[config.mk]
export PLATFORM = sky130hd
export DESIGN_NAME = keypad_scanner
export DESIGN_NICKNAME = d
export VERILOG_FILES = /design/src/rtl/keypad_scanner.sv
export SDC_FILE = /design/constraint.sdc
export NUM_CORES = 1
export LEC_CHECK = 0
export CELL_PAD_IN_SITES_DETAIL_PLACEMENT = 0
export CELL_PAD_IN_SITES_GLOBAL_PLACEMENT = 1
export CORE_MARGIN = 10
export CORE_UTILIZATION = 50
export DETAILED_ROUTE_END_ITERATION = 10
export GPL_ROUTABILITY_DRIVEN = 0
export PLACE_DENSITY = 0.87
export SLEW_MARGIN = 15
export SYNTH_ARGS = -nofsm -noshare
export SYNTH_HDL_FRONTEND = slang
export SYNTH_SLANG_ARGS = --single-unit
[constraint.sdc]
create_clock -name CLK -period 10.2 [get_ports CLK]
set_input_delay 2.04 -clock CLK [delete_from_list [all_inputs] [get_ports CLK]]
set_output_delay 2.04 -clock CLK [all_outputs]
set_load 0.02 [all_outputs]
[src/rtl/keypad_scanner.sv]
// Scanning controller for a 3-column x 4-row matrix keypad.
// Drives one column low at a time, samples the synchronised active-low rows
// at the end of each column window, debounces complete 12-key snapshots and
// reports single key presses as one-cycle events.
module keypad_scanner #(
  parameter int SCAN_DIV = 1000,
  parameter int DEBOUNCE = 4
) (
  input  logic       CLK,
  input  logic       RST_N,
  output logic [2:0] COL_N,
  input  logic [3:0] ROW_N,
  output logic       KEY_VALID,
  output logic [3:0] KEY_CODE,
  output logic       KEY_HELD,
  output logic       ERROR
);

  localparam int DIV_W = (SCAN_DIV > 1) ? $clog2(SCAN_DIV) : 1;
  localparam int CNT_W = $clog2(DEBOUNCE + 1);
  localparam logic [DIV_W-1:0] DIV_LAST = DIV_W'(SCAN_DIV - 1);
  localparam logic [CNT_W-1:0] CNT_MAX  = CNT_W'(DEBOUNCE);

  logic [3:0]       sync1_q, sync1_d;
  logic [3:0]       sync2_q, sync2_d;
  logic [DIV_W-1:0] div_q, div_d;
  logic [1:0]       col_q, col_d;
  logic [11:0]      frame_q, frame_d;
  logic [11:0]      last_q, last_d;
  logic [CNT_W-1:0] cnt_q, cnt_d;
  logic [11:0]      deb_q, deb_d;
  logic             deb_chg_q, deb_chg_d;
  logic             valid_q, valid_d;
  logic [3:0]       code_q, code_d;
  logic             held_q, held_d;
  logic             err_q, err_d;

  logic        sample;
  logic        frame_end;
  logic        reach;
  logic [11:0] snap;
  logic [3:0]  pop;
  logic [3:0]  idx;

  // Column sequencer, row sampling and snapshot debounce.
  always_comb begin
    sync1_d   = ROW_N;
    sync2_d   = sync1_q;
    div_d     = div_q + DIV_W'(1);
    col_d     = col_q;
    sample    = (div_q == DIV_LAST);
    frame_end = sample && (col_q == 2'd2);
    snap      = frame_q;
    // Snapshot bit layout is col*4+row; 1 means pressed.
    for (int c = 0; c < 3; c++) begin
      for (int r = 0; r < 4; r++) begin
        if (col_q == 2'(c)) snap[c*4+r] = ~sync2_q[r];
      end
    end
    frame_d = sample ? snap : frame_q;
    if (sample) begin
      div_d = '0;
      col_d = (col_q == 2'd2) ? 2'd0 : col_q + 2'd1;
    end

    last_d    = last_q;
    cnt_d     = cnt_q;
    deb_d     = deb_q;
    deb_chg_d = 1'b0;
    reach     = 1'b0;
    if (frame_end) begin
      if (snap != last_q) begin
        last_d = snap;
        cnt_d  = CNT_W'(1);
        // A fresh snapshot counts as its first stable frame.
        reach  = (DEBOUNCE == 1);
      end else if (cnt_q != CNT_MAX) begin
        cnt_d = cnt_q + CNT_W'(1);
        reach = ((cnt_q + CNT_W'(1)) == CNT_MAX);
      end
      if (reach && (snap != deb_q)) begin
        deb_d     = snap;
        deb_chg_d = 1'b1;
      end
    end
  end

  // Classify the debounced state one cycle after it changes.
  always_comb begin
    pop = '0;
    idx = '0;
    for (int c = 0; c < 3; c++) begin
      for (int r = 0; r < 4; r++) begin
        if (deb_q[c*4+r]) begin
          pop = pop + 4'd1;
          idx = 4'(r*3 + c);
        end
      end
    end
    valid_d = 1'b0;
    code_d  = code_q;
    held_d  = held_q;
    err_d   = err_q;
    if (deb_chg_q) begin
      if (pop == 4'd1) begin
        valid_d = 1'b1;
        code_d  = idx;
        held_d  = 1'b1;
        err_d   = 1'b0;
      end else if (pop == 4'd0) begin
        held_d = 1'b0;
        err_d  = 1'b0;
      end else begin
        held_d = 1'b0;
        err_d  = 1'b1;
      end
    end
  end

  // State registers with synchronous active-low reset.
  always_ff @(posedge CLK) begin
    if (!RST_N) begin
      sync1_q   <= 4'hF;
      sync2_q   <= 4'hF;
      div_q     <= '0;
      col_q     <= '0;
      frame_q   <= '0;
      last_q    <= '0;
      cnt_q     <= '0;
      deb_q     <= '0;
      deb_chg_q <= 1'b0;
      valid_q   <= 1'b0;
      code_q    <= '0;
      held_q    <= 1'b0;
      err_q     <= 1'b0;
    end else begin
      sync1_q   <= sync1_d;
      sync2_q   <= sync2_d;
      div_q     <= div_d;
      col_q     <= col_d;
      frame_q   <= frame_d;
      last_q    <= last_d;
      cnt_q     <= cnt_d;
      deb_q     <= deb_d;
      deb_chg_q <= deb_chg_d;
      valid_q   <= valid_d;
      code_q    <= code_d;
      held_q    <= held_d;
      err_q     <= err_d;
    end
  end

  assign COL_N     = ~(3'b001 << col_q);
  assign KEY_VALID = valid_q;
  assign KEY_CODE  = code_q;
  assign KEY_HELD  = held_q;
  assign ERROR     = err_q;

endmodule

# After elaboration in Yosys (flattened, before gate mapping)

Cells that the tools add are included.

Bits in registers: 67
Latch bits: 0
RAM bits: 0
Bits in read-only memories: 0
Bits of input ports: 6
Output and inout bits: 10
Memories kept: 0

Add/subtract/negate cells: 14
$mul: 0
Divide/modulo/power cells: 0
$lt $le $gt $ge: 0
Equality and inequality tests: 8
Shift operators: 1
Multiplexer cells: 45
Bitwise logic cells: 6
Reduce and logical (&&, ||, !) cells: 12

Operators with widths:

| operator                | count |
|---|---|
| $mux W4                 | 21 |
| $add A4 B1 Y4 const B   | 11 |
| $ne A12 B12 Y1          | 2 |
| $mux W1                 | 20 |
| $reduce_and A2 Y1       | 6 |
| $add A10 B1 Y10 const B | 1 |
| $eq A10 B10 Y1 const B  | 1 |
| $mux W3                 | 2 |
| $not A1 Y1              | 5 |
| $eq A4 B1 Y1 const B    | 1 |
| $logic_not A4 Y1        | 1 |
| $mux W2                 | 2 |
| $add A3 B1 Y3 const B   | 1 |
| $eq A3 B3 Y1 const B    | 1 |
| $ne A3 B3 Y1 const B    | 1 |
| $not A3 Y3              | 1 |
| $shl A1 B2 Y3 const A   | 1 |
| $add A2 B1 Y2 const B   | 1 |
| $eq A2 B1 Y1 const B    | 1 |
| $eq A2 B2 Y1 const B    | 1 |
| $logic_and A1 B1 Y1     | 2 |
| $logic_not A2 Y1        | 1 |
| $reduce_bool A2 Y1      | 1 |
| $reduce_or A2 Y1        | 1 |

# Logic depth before layout (Yosys ltp)

Gate-level depths: netlist of run 1.

Depth after elaboration: 26
Mapped depth: 35
Mapped depth without buffers: 34

# Worst setup path after synthesis of run 1

No wires, ideal clock.

Path type: reg-to-reg
Start: reg deb_q[1]
End: reg code_q[2], in the netlist KEY_CODE[2]
Setup time: 0.072 ns
Data arrival time: 6.746 ns
Slack: 3.383 ns
Stages on the path, launching flop included: 36
Path buffers: 2
Cells stage by stage: dfxtp_1 inv_1 ha_1 buf_2 xor2_1 ha_1 mux2_2 ha_1 mux2_2 ha_1 nand2_1 o21ai_0 ha_1 nor2_1 nor2_1 ha_1 nand2_1 o31ai_1 ha_1 nand2b_1 o21a_1 ha_1 mux2i_1 nor3_1 a21oi_1 inv_1 ha_1 nand2_1 o21ai_0 ha_1 or3_1 mux2i_1 o21a_1 and3_1 buf_4 mux2i_1

Cells in the longest elaborated chain, start to end: 23

RTL lines:

| what                          | line | RTL |
|---|---|---|
| start: declaration            | 31   | `logic [11:0] deb_q, deb_d;` |
| start signal: assignment      | 130  | `deb_q <= '0;` |
| start signal: assignment      | 144  | `deb_q <= deb_d;` |
| $mux W4 *                     | 94   | `if (deb_q[c*4+r]) begin` |
| $add A4 B1 Y4                 | 95   | `pop = pop + 4'd1;` |
| $mux W4 *                     | 94   |  |
| $add A4 B1 Y4                 | 95   |  |
| $mux W4 *                     | 94   |  |
| $add A4 B1 Y4                 | 95   |  |
| $mux W4 *                     | 94   |  |
| $add A4 B1 Y4                 | 95   |  |
| [7 not listed]                | n/a  |  |
| $add A4 B1 Y4                 | 95   |  |
| $mux W4 *                     | 94   |  |
| $add A4 B1 Y4                 | 95   |  |
| $mux W4 *                     | 94   |  |
| $add A4 B1 Y4                 | 95   |  |
| $mux W4 *                     | 94   |  |
| $eq A4 B1 Y1 *                | 105  | `if (pop == 4'd1) begin` |
| $reduce_and A2 Y1 (no line) * | n/a  |  |
| end signal: assignment        | 147  | `code_q <= code_d;` |
| end: declaration              | 34   | `logic [3:0] code_q, code_d;` |

Mark *: on every way between the ends. The rest lies on a longest branch, timed or not.
A chain may end at the register's enable or synchronous reset.

# Worst setup path after layout of run 1

Start: reg deb_q[1]
End: reg code_q[1], in the netlist KEY_CODE[1]

Cells in the longest elaborated chain, start to end: 23
Elaborated cells on any way between the ends: 34

RTL lines:

| what                        | line |
|---|---|
| $mux W4                     | 94 |
| $add A4 B1 Y4               | 95 |
| $mux W4                     | 94 |
| $add A4 B1 Y4               | 95 |
| $mux W4                     | 94 |
| $add A4 B1 Y4               | 95 |
| $mux W4                     | 94 |
| $add A4 B1 Y4               | 95 |
| [7 not listed]              | n/a |
| $add A4 B1 Y4               | 95 |
| $mux W4                     | 94 |
| $add A4 B1 Y4               | 95 |
| $mux W4                     | 94 |
| $add A4 B1 Y4               | 95 |
| $mux W4                     | 94 |
| $eq A4 B1 Y1                | 105 |
| $reduce_and A2 Y1 (no line) | n/a |

Parallel ways exist; a longest one is shown, timed or not.

==> metrics.yaml, run 1 <==
grt_max_degree: 43
rr_startpoint: "deb_q[1]"
worst_setup_hold_path_clk_slew_ns: 0.08
grtUsageTotal_pct: 14.2
route.detailed.vias_per_inst: 5.40
final-hold-violation-count: 0
grt_antenna_before_repair: 0
worstPathMaxFanout: 7
timing.final.max_slew_violations: 0
p_leak_nw: 1.67
netlist-cell-type-count: 58
hold_path_end: "sync2_q[3]"
ctsHtreeMaxLevel: 3
cp_data_required_time_ns: 10.49
chipWidth_um: 109
num_vias: 3198
drv_cap: 0
boundaryPins: 16
fill_cells: 705
timing.final.crit_share_pct: 74.0
worst_case_register_to_register_setup_slack_ns: 2.65
max-slew-margin-rel_pct: 45.6
detail_route.first_pass.iterations: 5
portBuffers: 15
die_ar_um2: 11900
run_status: "finished, final reports clean"
ant_nets: 0
grt_setup_unrepaired: "false"
critical-path-max-stage-delay_ns: 0.39
setup-tns-final_ns: 0
cts_resized: 0
syn-num-nets: 504
design_area_um2: 4380
number_of_global_route_vias_before_repair: 2952
worst_r2r_endpoint: "KEY_CODE[1]"
initial_drc_count: 201
design.core.area_um2: 7730
detail_route.wl_per_cell_um: 13.8
total_number_of_clock_tree_sinks: 67
library_cell_appearing_most_often_on_the_critical_path: "ha_1"
yosysSeqAreaShare_pct: 33.9
num_rows: 32
final_layout_size_suffix_gt1_share_pct: 7.55
worstHoldPathType: "reg2reg"
grt.overflow.total: 0
wirelength_routed_um: 8170
worst_hold_path_cells: 1
synth-async-reset-ratio_pct: 0
report.final.setup_viol: 0
fmax_mhz: 132
post_synthesis_register_bit_count: 67
tightest_slew_ns: 0.810
powerDensity_nw_per_um2: 123
drt_drc_violations_left: 0
cts.repair_timing.setup_buffer_count: 0
number_of_instances_in_the_synthesized_netlist: 483
ys_warn_count: 0
dpl.hpwl_um: 6010
grt_pass1_wl_um: 13900
clk_latency_ns: 0.34
n_antenna_cell: 0
timing.clock.skew_ns: 0.00949
ir_drop_mv: 0.0989
holdBufCountCts: 0
synth-edff-count: 0
die_height_um: 109
syn2layout_area_growth_pct: 10.6
nets: 506
tritoncts: "yes"
worst-setup-path-type: "reg2reg"
clockRootBuffer: "clkbuf_8"
critical-path-slowest-cell: "ha_1"
syn_area_per_cell_um2: 8.19
hold_sp: "sync1_q[3]"
floorplan.initialDensity_pct: 51.2
worstSetupEndpointType: "flip-flop"
cp.arrival_ns: 7.84
placement.cell_area_um2: 4140
setup.worst_path.start_class: "flip-flop"
timing.reg2reg.worst_path_depth: 33
synth_flop_cell: "dfxtp_1"
cts-buffers-inserted: 9
synth.cell_area_um2: 3960
layout_min_cycle_time_ns: 7.55
cts-root-to-sink-buffers: 2
[logic make-up (layout without fill, tap and decap cells)]
kind of cell | Yosys count | in the layout | share of synthesized area, %
AOI/OAI and AO/OA | 100 | 100 | 15.5
buffers and inverters | 48 | 55 | 4.93
and+or+nand+nor | 184 | 184 | 22.7
xor gates and xnor gates | 55 | 55 | 14.7
muxes | 14 | 14 | 3.60
adders and majority gates | 15 | 15 | 4.74
DFF | 67 | 67 | 33.9
[placed cells by master, fill, tap and decap left out, drive strengths merged, types with 15 or more instances in the layout]
cell type / instances
a21oi: 46
nor2: 67
ha: 15
nand2: 41
xor2: 17
xnor2: 34
dfxtp: 67
inv: 19
clkdlybuf4s50: 15
o21ai: 16
[state kept, by name (all words and copies together), names as in the netlist]
register	count
sync1_q	4
KEY_VALID	1
cnt_q	3
last_q	12
col_q	2
KEY_CODE	4
div_q	10
frame_q	12
sync2_q	4
deb_chg_q	1
KEY_HELD	1
deb_q	12
ERROR	1
[Yosys cell counts (all sizes together) (2+ instances only)]
master  number  area share [%]
a211oi       2            0.38
a21o         3            0.57
a21oi       46             5.8
a22oi        2            0.38
a31oi        2            0.32
and2         4            0.63
and3         5            0.79
buf          8             1.1
clkbuf      19             1.8
clkinv       3            0.32
dfxtp       67              34
ha          15             4.7
inv         18             1.7
mux2         2            0.57
mux2i       12             3.0
nand2       41             3.9
nand2b      11             1.7
nand3       10             1.4
nand3b       3            0.57
nand4       10             1.6
nor2        67             6.4
nor2b        2            0.32
nor3         8             1.0
nor3b        4            0.76
o211ai       3            0.57
o21a        10             1.9
o21ai       16             2.0
o221a        3            0.85
o22ai        3            0.47
o31ai        2            0.38
or2         11             1.7
or3          4            0.63
xnor2       34             8.6
xnor3        3             1.8
xor2        17             3.8
[worst max path at each step]
stage | from | end | slack (ns)
3_5_place_dp | deb_q[1] | KEY_CODE[2] | 2.68
2_1_floorplan | deb_q[1] | KEY_CODE[2] | 3.38
6_report | deb_q[1] | KEY_CODE[1] | 2.65
5_1_grt | deb_q[1] | KEY_CODE[2] | 2.02
3_3_place_gp | deb_q[1] | KEY_CODE[2] | 3.01
4_1_cts | deb_q[1] | KEY_CODE[2] | 2.66
[through the flow]
step	cells	setup WS, ns	hold WS [ns]	total power [mW]	utilization [%]
after global placement	576	3.01	0.390	0.286	53.6
after floorplan	483	3.38	0.386	0.280	-
after global routing	592	2.02	0.430	0.551	56.7
final	592	2.65	0.413	0.537	56.7
after detailed placement	576	2.68	0.396	0.286	53.6
after CTS	592	2.66	0.418	0.540	56.7
[critical path: cells and delay by family (launching register included)]
kind / cells / cell delay, ns
adders and majority gates: 10 / 3.20
DFF: 1 / 0.37
AOI/OAI and AO/OA: 7 / 1.31
xor gates and xnor gates: 1 / 0.18
muxes: 4 / 0.92
and+or+nand+nor: 9 / 1.35
buffers and inverters: 2 / 0.18
[routing by layer]
metal	GRT usage (%)	part of all wire, %	vias up
li1	-	-	1654
met1	18.0	48	1507
met2	23.5	48	29
met3	3.24	2.9	8
met4	4.24	1.1	0
met5	0	0	-
[report_power, final]
group | switching (mW) | leakage (nW) | total, mW | internal [mW]
Sequential | 0.00137 | 0.542 | 0.265 | 0.264
Combinational | 0.00845 | 1.02 | 0.0140 | 0.00556
Clock | 0.106 | 0.112 | 0.257 | 0.152
Total | 0.115 | 1.67 | 0.537 | 0.421
[layout make-up]
type	count	area, µm²	share of cell area (%)
inverter	21	80.1	1.83
clock inverter	5	83.8	1.91
tap	102	128	2.92
clock buffer	11	151	3.46
multi-input combinational	368	2420	55.3
timing repair buffer	18	173	3.94
sequential	67	1340	30.6
No activity file was read; power rests on OpenSTA's default activity.
==> run 2: changes to the inputs <==
Settings changed: CORE_UTILIZATION 50 to 46, PLACE_DENSITY 0.87 to 0.81.
Clock period 10.2 ns to 7.9 ns, I/O delays scaled along.
==> metrics.yaml, run 2 (synthesized netlist as in run 1, its figures left out) <==
worstHoldPathType: "reg2reg"  # unchanged
run_status: "finished, final reports clean"  # unchanged
final-hold-violation-count: 0  # unchanged
worst_hold_path_cells: 1  # unchanged
die_height_um: 113  # was 109 µm
critical-path-max-stage-delay_ns: 0.39  # about the same
syn2layout_area_growth_pct: 8.92  # was 10.6%
grt.overflow.total: 0  # unchanged
cp.arrival_ns: 7.65  # was 7.84 ns
cts-root-to-sink-buffers: 2  # unchanged
setup.worst_path.start_class: "flip-flop"  # unchanged
worstPathMaxFanout: 7  # unchanged
timing.final.max_slew_violations: 0  # unchanged
fmax_mhz: 136  # was 132 MHz
grt_antenna_before_repair: 0  # unchanged
worst_r2r_endpoint: "KEY_CODE[0]"  # was KEY_CODE[1]
grtUsageTotal_pct: 13.0  # was 14.2%
timing.clock.skew_ns: 0.00831  # was 0.00949 ns
design_area_um2: 4310  # was 4380 µm²
detail_route.first_pass.iterations: 4  # was 5
layout.cells.most_common_list: "67 x dfxtp_1, 67 x nor2_1, 45 x a21oi_1, 41 x nand2_1, 30 x xnor2_1"  # was 67 x dfxtp_1, 67 x nor2_1, 46 x a21oi_1, 41 x nand2_1, 30 x xnor2_1
p_leak_nw: 1.64  # was 1.67 nW
dpl.hpwl_um: 6080  # was 6010 µm
grt_pass1_wl_um: 14000  # was 13900 µm
worst-setup-path-type: "reg2reg"  # unchanged
timing.reg2reg.worst_path_depth: 33  # unchanged
detail_route.wl_per_cell_um: 13.8  # about the same
boundaryPins: 16  # unchanged
fin_util_pct: 51.9  # was 56.7%
drv_cap: 0  # unchanged
num_vias: 3152  # was 3198
portBuffers: 15  # unchanged
die_ar_um2: 12700  # was 11900 µm²
cts-buffers-inserted: 9  # unchanged
cts.repair_timing.setup_buffer_count: 0  # unchanged
cp_data_required_time_ns: 8.19  # was 10.49 ns
biggestRegsByFlops: "deb_q: 12 flops, frame_q: 12 flops, last_q: 12 flops"  # unchanged
worst_setup_hold_path_clk_slew_ns: 0.08  # about the same
tightest_slew_ns: 0.846  # was 0.810 ns
layout_min_cycle_time_ns: 7.36  # was 7.55 ns
grt_setup_unrepaired: "false"  # unchanged
nets: 506  # unchanged
ir_drop_mv: 0.125  # was 0.0989 mV
number_of_global_route_vias_before_repair: 2950  # was 2952
critical-path-slowest-cell: "ha_1"  # unchanged
worstSetupEndpointType: "flip-flop"  # unchanged
timing.final.crit_share_pct: 93.2  # was 74.0%
chipWidth_um: 113  # was 109 µm
clk_latency_ns: 0.34  # about the same
worst_setup_path_endpoint: "KEY_CODE[0]"  # was KEY_CODE[1]
ctsHtreeMaxLevel: 3  # unchanged
design.core.area_um2: 8300  # was 7730 µm²
n_antenna_cell: 0  # unchanged
report.final.setup_viol: 0  # unchanged
drt_drc_violations_left: 0  # unchanged
holdWs_ns: 0.410  # was 0.413 ns
route.detailed.vias_per_inst: 5.30  # was 5.40
ant_nets: 0  # unchanged
tritoncts: "yes"  # unchanged
wirelength_routed_um: 8190  # was 8170 µm
startpoint: "deb_q[1]"  # unchanged
holdBufCountCts: 0  # unchanged
powerDensity_nw_per_um2: 139  # was 123 nW/µm²
floorplan.initialDensity_pct: 47.7  # was 51.2%
num_rows: 33  # was 32
placement.cell_area_um2: 4150  # was 4140 µm²
worst_case_register_to_register_setup_slack_ns: 0.54  # was 2.65 ns
total_number_of_clock_tree_sinks: 67  # unchanged
setup-tns-final_ns: 0  # unchanged
final_layout_size_suffix_gt1_share_pct: 7.55  # unchanged
rr_startpoint: "deb_q[1]"  # unchanged
max-slew-margin-rel_pct: 43.3  # was 45.6%
totalPowerFinal_mw: 0.600  # was 0.537 mW
library_cell_appearing_most_often_on_the_critical_path: "ha_1"  # unchanged
initial_drc_count: 138  # was 201
grt_max_degree: 43  # unchanged
clockRootBuffer: "clkbuf_8"  # unchanged
==> run 2: worst max-delay path, delay by kind of cell (launching register included) <==
family	cells	cell delay, ns
AO/OA/AOI/OAI	7	1.15
XOR/XNOR	1	0.18
adder cells (fa/ha/maj)	10	3.19
buffers and inverters	2	0.18
flip-flops	1	0.37
multiplexers	4	0.90
AND/OR/NAND/NOR	9	1.36
==> run 2: area by class of cell <==
type	count	area [µm²]
Clock buffer	10	128
Clock inverter	6	32.5
Fill cell	796	3990
Inverter	21	80.1
Multi-Input combinational cell	368	2420
Sequential cell	67	1340
Tap cell	105	131
Timing Repair Buffer	18	173
==> run 2: per-layer routing <==
layer | routed length [µm] | share of wire (%) | global-route usage [%]
met5 | 0 | 0 | 0
met3 | 191 | 2.3 | 3.01
met4 | 104 | 1.3 | 4.40
met1 | 4050 | 49 | 16.6
met2 | 3850 | 47 | 21.0
==> run 2: stage by stage <==
step / instances / worst slack [ns]
after floorplan: 483 / 1.08
after global placement: 579 / 0.699
after detailed placement: 579 / 0.462
after CTS: 595 / 0.421
after global routing: 595 / 0.0284
final: 595 / 0.540
==> run 2: where the power goes <==
part	internal [mW]	switching (mW)	total, mW
Sequential	0.341	0.00193	0.343
Clock	0.111	0.129	0.240
Combinational	0.00716	0.0110	0.0181
==> run 2: how the worst min path moves through the flow <==
| stage | to | start | slack [ns] |
|---|---|---|---|
| 3_5_place_dp | sync2_q[1] | sync1_q[1] | 0.40 |
| 5_1_grt | sync2_q[3] | sync1_q[3] | 0.43 |
| 3_3_place_gp | sync2_q[1] | sync1_q[1] | 0.39 |
| 2_1_floorplan | sync2_q[0] | sync1_q[0] | 0.39 |
| 4_1_cts | sync2_q[1] | sync1_q[1] | 0.41 |
| 6_report | sync2_q[2] | sync1_q[2] | 0.41 |
==> run 2: timing repair <==
action                     in CTS  in global routing
hold endpoints to repair        0                  0
gates resized for setup         0                  1
setup endpoints to repair       0                  4
